**config.mk**
```make
export PLATFORM = sky130hd
export DESIGN_NAME = hazard_unit
export DESIGN_NICKNAME = d
export VERILOG_FILES = /design/src/rtl/hazard_unit.sv
export SDC_FILE = /design/constraint.sdc
export NUM_CORES = 1
export LEC_CHECK = 0
export CAP_MARGIN = 20
export CORE_UTILIZATION = 34
export CTS_BUF_LIST = sky130_fd_sc_hd__clkbuf_4
export DETAILED_ROUTE_END_ITERATION = 8
export PLACE_DENSITY = 0.88
export SLEW_MARGIN = 30
export SYNTH_ARGS = -nofsm -noshare
export SYNTH_HDL_FRONTEND = slang
export SYNTH_SLANG_ARGS = --single-unit
```
**constraint.sdc**
```tcl
create_clock -name clk -period 4.45 [get_ports clk]
set_input_delay 0.89 -clock clk [delete_from_list [all_inputs] [get_ports clk]]
set_output_delay 0.89 -clock clk [all_outputs]
set_load 0.005 [all_outputs]
```
**src/rtl/hazard_unit.sv**
```systemverilog
// hazard_unit: forwarding, stall/flush control and mult/div busy sequencing for the 5-stage MIPS pipeline.
// Optional feature macro: HAZARD_PERF_EN enables the stall/flush performance counters.
// Revision: 1.0
`default_nettype none

module hazard_unit #(
  parameter int MD_LAT = 4
) (
  input  logic        clk,
  input  logic        reset,
  input  logic [4:0]  rs_D,
  input  logic [4:0]  rt_D,
  input  logic [4:0]  rs_E,
  input  logic [4:0]  rt_E,
  input  logic [4:0]  reg_id_E,
  input  logic [4:0]  reg_id_M,
  input  logic [4:0]  reg_id_W,
  input  logic        reg_write_E,
  input  logic        reg_write_M,
  input  logic        reg_write_W,
  input  logic        mem_to_reg_E,
  input  logic        mem_to_reg_M,
  input  logic        branch_D,
  input  logic        jump_D,
  input  logic        pc_src_D,
  input  logic        md_start_E,
  input  logic        md_use_D,
  output logic        forwardA_D,
  output logic        forwardB_D,
  output logic [1:0]  forwardA_E,
  output logic [1:0]  forwardB_E,
  output logic        stall_F,
  output logic        stall_D,
  output logic        flush_D,
  output logic        flush_E,
  output logic        md_busy,
  output logic [31:0] stall_cnt,
  output logic [31:0] flush_cnt
);

  localparam logic [0:0] S_IDLE = 1'b0;
  localparam logic [0:0] S_BUSY = 1'b1;
  localparam logic [3:0] C_MD_RELOAD = 4'(MD_LAT - 1);
  localparam logic [4:0] C_REG_ZERO  = 5'd0;

  logic [0:0] r_state;
  logic [0:0] w_state_nxt;
  logic [3:0] r_md_cnt;
  logic [3:0] w_md_cnt_nxt;

  // Register-ID matches; $0 is hard-wired and never produces a hazard.
  logic w_m_rs_E, w_m_rt_E, w_w_rs_E, w_w_rt_E;
  logic w_m_rs_D, w_m_rt_D, w_e_rs_D, w_e_rt_D;

  assign w_m_rs_E = (reg_id_M != C_REG_ZERO) && (reg_id_M == rs_E);
  assign w_m_rt_E = (reg_id_M != C_REG_ZERO) && (reg_id_M == rt_E);
  assign w_w_rs_E = (reg_id_W != C_REG_ZERO) && (reg_id_W == rs_E);
  assign w_w_rt_E = (reg_id_W != C_REG_ZERO) && (reg_id_W == rt_E);
  assign w_m_rs_D = (reg_id_M != C_REG_ZERO) && (reg_id_M == rs_D);
  assign w_m_rt_D = (reg_id_M != C_REG_ZERO) && (reg_id_M == rt_D);
  assign w_e_rs_D = (reg_id_E != C_REG_ZERO) && (reg_id_E == rs_D);
  assign w_e_rt_D = (reg_id_E != C_REG_ZERO) && (reg_id_E == rt_D);

  always_comb begin
    forwardA_E = 2'b00;
    if (reg_write_M && w_m_rs_E)      forwardA_E = 2'b10;
    else if (reg_write_W && w_w_rs_E) forwardA_E = 2'b01;
  end

  always_comb begin
    forwardB_E = 2'b00;
    if (reg_write_M && w_m_rt_E)      forwardB_E = 2'b10;
    else if (reg_write_W && w_w_rt_E) forwardB_E = 2'b01;
  end

  assign forwardA_D = reg_write_M && w_m_rs_D;
  assign forwardB_D = reg_write_M && w_m_rt_D;

  logic w_lw_stall;
  logic w_br_stall;
  logic w_md_stall;
  logic w_stall;

  assign w_lw_stall = mem_to_reg_E && (w_e_rs_D || w_e_rt_D);
  assign w_br_stall = branch_D &&
                      ((reg_write_E && (w_e_rs_D || w_e_rt_D)) ||
                       (mem_to_reg_M && (w_m_rs_D || w_m_rt_D)));
  assign w_md_stall = md_use_D && md_busy;

  // Reset forces a clean pipeline: no holds, both D and E registers cleared.
  assign w_stall = (w_lw_stall || w_br_stall || w_md_stall) && !reset;

  assign stall_F = w_stall;
  assign stall_D = w_stall;
  assign flush_E = reset || w_stall;
  assign flush_D = reset || ((pc_src_D || jump_D) && !w_stall);

  always_ff @(posedge clk) begin
    if (reset) begin
      r_state  <= S_IDLE;
      r_md_cnt <= 4'd0;
    end else begin
      r_state  <= w_state_nxt;
      r_md_cnt <= w_md_cnt_nxt;
    end
  end

  // A start seen while BUSY is ignored; the running count is never reloaded.
  always_comb begin
    w_state_nxt  = r_state;
    w_md_cnt_nxt = r_md_cnt;
    case (r_state)
      S_IDLE: begin
        if (md_start_E) begin
          w_state_nxt  = S_BUSY;
          w_md_cnt_nxt = C_MD_RELOAD;
        end
      end
      S_BUSY: begin
        if (r_md_cnt != 4'd0) w_md_cnt_nxt = r_md_cnt - 4'd1;
        else                  w_state_nxt  = S_IDLE;
      end
      default: w_state_nxt = S_IDLE;
    endcase
  end

  always_comb begin
    md_busy = (r_state == S_BUSY);
  end

`ifdef HAZARD_PERF_EN
  logic [31:0] r_stall_cnt;
  logic [31:0] r_flush_cnt;

  always_ff @(posedge clk) begin
    if (reset) begin
      r_stall_cnt <= 32'd0;
      r_flush_cnt <= 32'd0;
    end else begin
      if (w_stall) r_stall_cnt <= r_stall_cnt + 32'd1;
      if (flush_D) r_flush_cnt <= r_flush_cnt + 32'd1;
    end
  end

  assign stall_cnt = r_stall_cnt;
  assign flush_cnt = r_flush_cnt;
`else
  assign stall_cnt = 32'd0;
  assign flush_cnt = 32'd0;
`endif

endmodule

`default_nettype wire
```
# After elaboration in Yosys (flattened, before gate mapping)
# Index checks and enable logic that the tools add are counted.
dict set report totals {
  reg_bits 5
  latchBits 0
  ramBits 0
  mem_bits_ro 0
  inputBits 47
  output_inout_bits 75
  wordCells 60
  mem_count 0
}
dict set report classes {
  n_addsub 1
  multipliers 0
  n_div 0
  magnitude_cmp 0
  eq_ne 10
  n_shift 0
  muxes 10
  bitwise 1
  reduce_logical 36
}
# op n
set op_table {}
lappend op_table {{== test 5 bit} 8}
lappend op_table {{logical AND 1 bit} 21}
lappend op_table {{nonzero test 5 bit} 3}
lappend op_table {{logical OR 1 bit} 8}
lappend op_table {{2-to-1 mux 4 bit} 2}
lappend op_table {{one-hot mux 4 bit (2 select lines)} 1}
lappend op_table {{2-to-1 mux 1 bit} 4}
lappend op_table {{2-to-1 mux 2 bit} 2}
lappend op_table {{nonzero test 4 bit} 1}
lappend op_table {{subtractor 4 x 1 -> 4 bit (second input constant)} 1}
lappend op_table {{zero test 1 bit} 2}
lappend op_table {{!= test 2 x 1 -> 1 bit (second input constant)} 1}
lappend op_table {{!= test 2 bit (second input constant)} 1}
lappend op_table {{one-hot mux 1 bit (2 select lines)} 1}
lappend op_table {{AND reduction 2 bit} 1}
lappend op_table {{NOT 1 bit} 1}

# Depth between registers and ports, before layout
dict set report logic_depth {
  depth_word 12
  ltp_mapped 7
  depth_no_buf 7
}

# Worst setup path before layout
# OpenSTA, ideal clock, no wires.
dict set report synth_timing {
  kind {input-to-output}
  from {input reg_id_M[1]}
  to {output stall_F}
  arrival_time_ns 1.972
  required_ns 3.560
  path_slack_ns 1.588
  path_stages 7
  n_path_buf 2
  path_cell_list {buf_4 -> xor2_1 -> nor3_1 -> nand3_1 -> a21o_1 -> a21oi_1 -> buf_4}
}
dict set report synth_via {
  elab_chain_cells 9
  word_cells_on_any_way 12
  cone_classes {2 x eq/ne; 10 x reduce/logical}
}
# item line
set synth_lines {}
lappend synth_lines {{from (decl)} 16} ;# input logic [4:0] reg_id_M,
lappend synth_lines {{== test 5 bit (tied with other cells)} 59} ;# assign w_m_rs_D = (reg_id_M != C_REG_ZERO) && (reg_id_M == rs_D);
lappend synth_lines {{logical AND 1 bit (on tied branches)} {59, 60}}
lappend synth_lines {{logical OR 1 bit (*)} 87} ;# (mem_to_reg_M && (w_m_rs_D || w_m_rt_D)));
lappend synth_lines {{logical AND 1 bit (*)} 87}
lappend synth_lines {{logical OR 1 bit (*)} 86} ;# ((reg_write_E && (w_e_rs_D || w_e_rt_D)) ||
lappend synth_lines {{logical AND 1 bit (*)} 85} ;# assign w_br_stall = branch_D &&
lappend synth_lines {{logical OR 1 bit (*) (2 in series)} 91} ;# assign w_stall = (w_lw_stall || w_br_stall || w_md_stall) && !reset;
lappend synth_lines {{logical AND 1 bit (*)} 91}
lappend synth_lines {{to (decl)} 32} ;# output logic stall_F,
# Every way passes the cells marked *; elsewhere a longest branch is shown, timed or not.

# Worst setup path in the final report
# Ends and elaborated chain as after synthesis.

==> impl_metrics.tcl <==
set metrics [dict create \
    synth_warnings 0 \
    ios 122 \
    pwr-share-comb_pct 55.8 \
    fin_cells 276 \
    synth-seq-cells 5 \
    cts_sinks 5 \
    cts_inserted_buffers 3 \
    start_util_pct 35.8 \
    slew_violations 0 \
    timing.fmax_ghz 0.255 \
    p_sw_share_pct 34.0 \
    multiInputGateArea_um2 921 \
    syn-cell-area_um2 1320 \
    postLayoutCellArea_um2 1690 \
    cts_tree "yes" \
    min_period_ps 3920 \
    hold_path_depth 2 \
    synth_simple_gate_area_share_pct 15.4 \
    clockBufferDepth 2 \
    crit_type "input pin to output port" \
    rrSetupSlack_ps 3040 \
    n_fill_cell 386 \
    setup_violations 0 \
    finalNetCount 277 \
    gr-total-overflow 0 \
    portBuffers 57 \
    drt_first_pass_iters 4 \
    die_w_um 64.3 \
    p_per_area_nw_per_um2 148 \
    syn2layout_area_growth_pct 28.1 \
    finalCritPeriodShare_pct 88.1 \
    synth_async_sr_flop_share_pct 0 \
    holdWs_ps 479 \
    vias_per_cell 4.12 \
    core_area_um2 3690 \
    synth_top_family_by_area "buffers and inverters" \
    seqPwrFrac_pct 21.2 \
    grt_pass1_vias 1011 \
    synth_seq_area_share_pct 7.59 \
    p_clk_share_pct 23.0 \
    routed_wl_um 3000 \
    antenna_found_initial 0 \
    p_leak_nw 0.710 \
    finalHoldViolations 0 \
    post_cts_resized 0 \
    rsz0062_at_grt "false" \
    antenna_cells 0 \
    synthAdderAreaFrac_pct 0.949 \
    synthFlopType "dfxtp_1" \
    r2r_cells 7 \
    crit_arrival_ps 3030 \
    worst_skew_pair.late_latency_ps 240 \
    hp-class "flop to flop" \
    finalSetupTns_ps 0 \
    hold_buffers 0 \
    cts_setup_buffers 0 \
    rr_endpoint "r_md_cnt[0]$_SDFFE_PP0P_" \
    rows 22 \
    syn_area_per_cell_um2 7.54 \
    synth.area.mux_share_pct 0.759 \
    num_vias 1136 \
    startpoint "reg_id_M[1]" \
    final_util_pct 45.8 \
    clockRootBuffer "clkbuf_4" \
    synthXorXnorAreaFrac_pct 26.6 \
    synth-edff-count 0 \
    cts_max_level 1 \
    place_inst 272 \
    dpl.hpwl_um 2690 \
    synth_cell_types 30 \
    grt_usage_pct 13.9 \
    worstHoldEndpoint "r_md_cnt[2]$_SDFFE_PP0P_" \
    synth_compound_area_share_pct 7.97 \
    drt_iter0_markers 11 \
    status "finished clean" \
    place_area_um2 1660 \
    grt_pass1_wl_um 4540 \
    worstPathRequired_ps 3560 \
    startpoint_type "input pin" \
    fp.dieH_um 64.3 \
    antenna_left 0 \
    synthCells 175 \
    end_kind "output port" \
    ir_drop_mv 0.172 \
    internal_power_w 0.000165 \
    grt_max_degree 9 \
    seq_area_um2 100 \
    wl_per_cell_um 10.9 \
    drc 0 \
    min_from "r_md_cnt[2]$_SDFFE_PP0P_" \
    fin_skew_ps 0.181 \
    dieArea_um2 4130 \
    final_layout_size_suffix_gt1_share_pct 3.51 \
    place.gp.congestion 0.824 \
    power.switching_w 0.0000849 \
    maxCapViolations 0 \
    clk_pin_slew_ps 40 \
    critPathMaxFanout 5 \
    r2r_start "r_md_cnt[0]$_SDFFE_PP0P_" \
]
-- registers in the layout, indices dropped and copies added (netlist names) --
| register | cells |
|---|---|
| md_busy | 1 |
| r_md_cnt | 4 |
-- critical path: stages --
cell,delay [ps]
clkdlybuf4s50_1,540
xor2_1,220
nor3_1,290
nand3_1,160
a21o_1,220
a21oi_1,180
clkdlybuf4s50_1,530
-- worst max-delay path by stage --
| stage | depth (start not counted) | slack (ps) | end |
|---|---|---|---|
| global placement | 7 | 580 | stall_D |
| finish | 7 | 530 | stall_F |
| floorplan | 7 | 1590 | stall_F |
| detailed placement | 7 | 560 | stall_F |
| CTS | 7 | 540 | stall_F |
| global route | 7 | 430 | stall_F |
-- power by group through the flow --
| stage | Sequential, W | Clock [W] | Combinational [W] |
|---|---|---|---|
| 2_1_floorplan | 0.0000529 | 0 | 0.000114 |
| 3_3_place_gp | 0.0000535 | 0 | 0.000135 |
| 3_5_place_dp | 0.0000537 | 0 | 0.000138 |
| 4_1_cts | 0.0000529 | 0.0000602 | 0.000139 |
| 5_1_grt | 0.0000537 | 0.0000632 | 0.000153 |
| 6_report | 0.0000528 | 0.0000574 | 0.000139 |
-- through the flow --
stage	total power, W	setup slack [ps]
final	0.000249	531
after global routing	0.000270	430
after CTS	0.000252	537
after detailed placement	0.000192	563
after global placement	0.000189	578
after floorplan	0.000167	1590
-- layer usage --
layer	part of all wire (%)	wire, µm	global-route usage, %	vias to the layer above
li1	-	-	-	547
met3	6.9	208	2.50	2
met4	0.90	27	3.61	0
met5	0	0	0	-
met2	49	1470	25.0	73
met1	43	1290	16.8	514
-- cell usage after synthesis (3+ instances only) --
cell / count / area share, %
a21oi_1: 10 / 3.8
buf_4: 69 / 39
dfxtp_1: 5 / 7.6
nand2_1: 5 / 1.4
nand3_1: 7 / 2.7
nor2_1: 6 / 1.7
nor3_1: 5 / 1.9
or4_1: 3 / 1.7
xnor2_1: 20 / 13
xor2_1: 20 / 13
-- logic make-up after synthesis --
family	count (synthesis)
buffers and inverters	73
XOR/XNOR	40
other	1
AND/OR/NAND/NOR	36
adder cells (fa/ha/maj)	1
flip-flops	5
multiplexers	1
AO/OA/AOI/OAI	18
-- cell type report --
class / instances / share of cell area, %
Clock buffer: 4 / 1.78
Inverter: 2 / 0.444
Multi-Input combinational cell: 160 / 54.5
Sequential cell: 5 / 5.93
Tap cell: 48 / 3.56
Timing Repair Buffer: 57 / 33.8
-- cell usage in the layout, fill, tap and decap left out --
cell type	instances
a21o_1	1
a21oi_1	10
a22oi_1	1
a31o_1	1
clkbuf_4	4
clkdlybuf4s50_1	57
conb_1	64
dfxtp_1	5
ha_1	1
inv_1	2
mux2i_1	1
nand2_1	5
nand2b_1	2
nand3_1	7
nand3b_1	1
nand4b_1	1
nor2_1	6
nor3_1	5
nor4_1	2
nor4_2	2
o21ai_0	1
o21ai_1	2
o21ba_2	1
o22ai_1	1
or2_2	1
or3_1	1
or4_1	3
xnor2_1	20
xor2_1	20
Power figures use the tool's default switching activity.
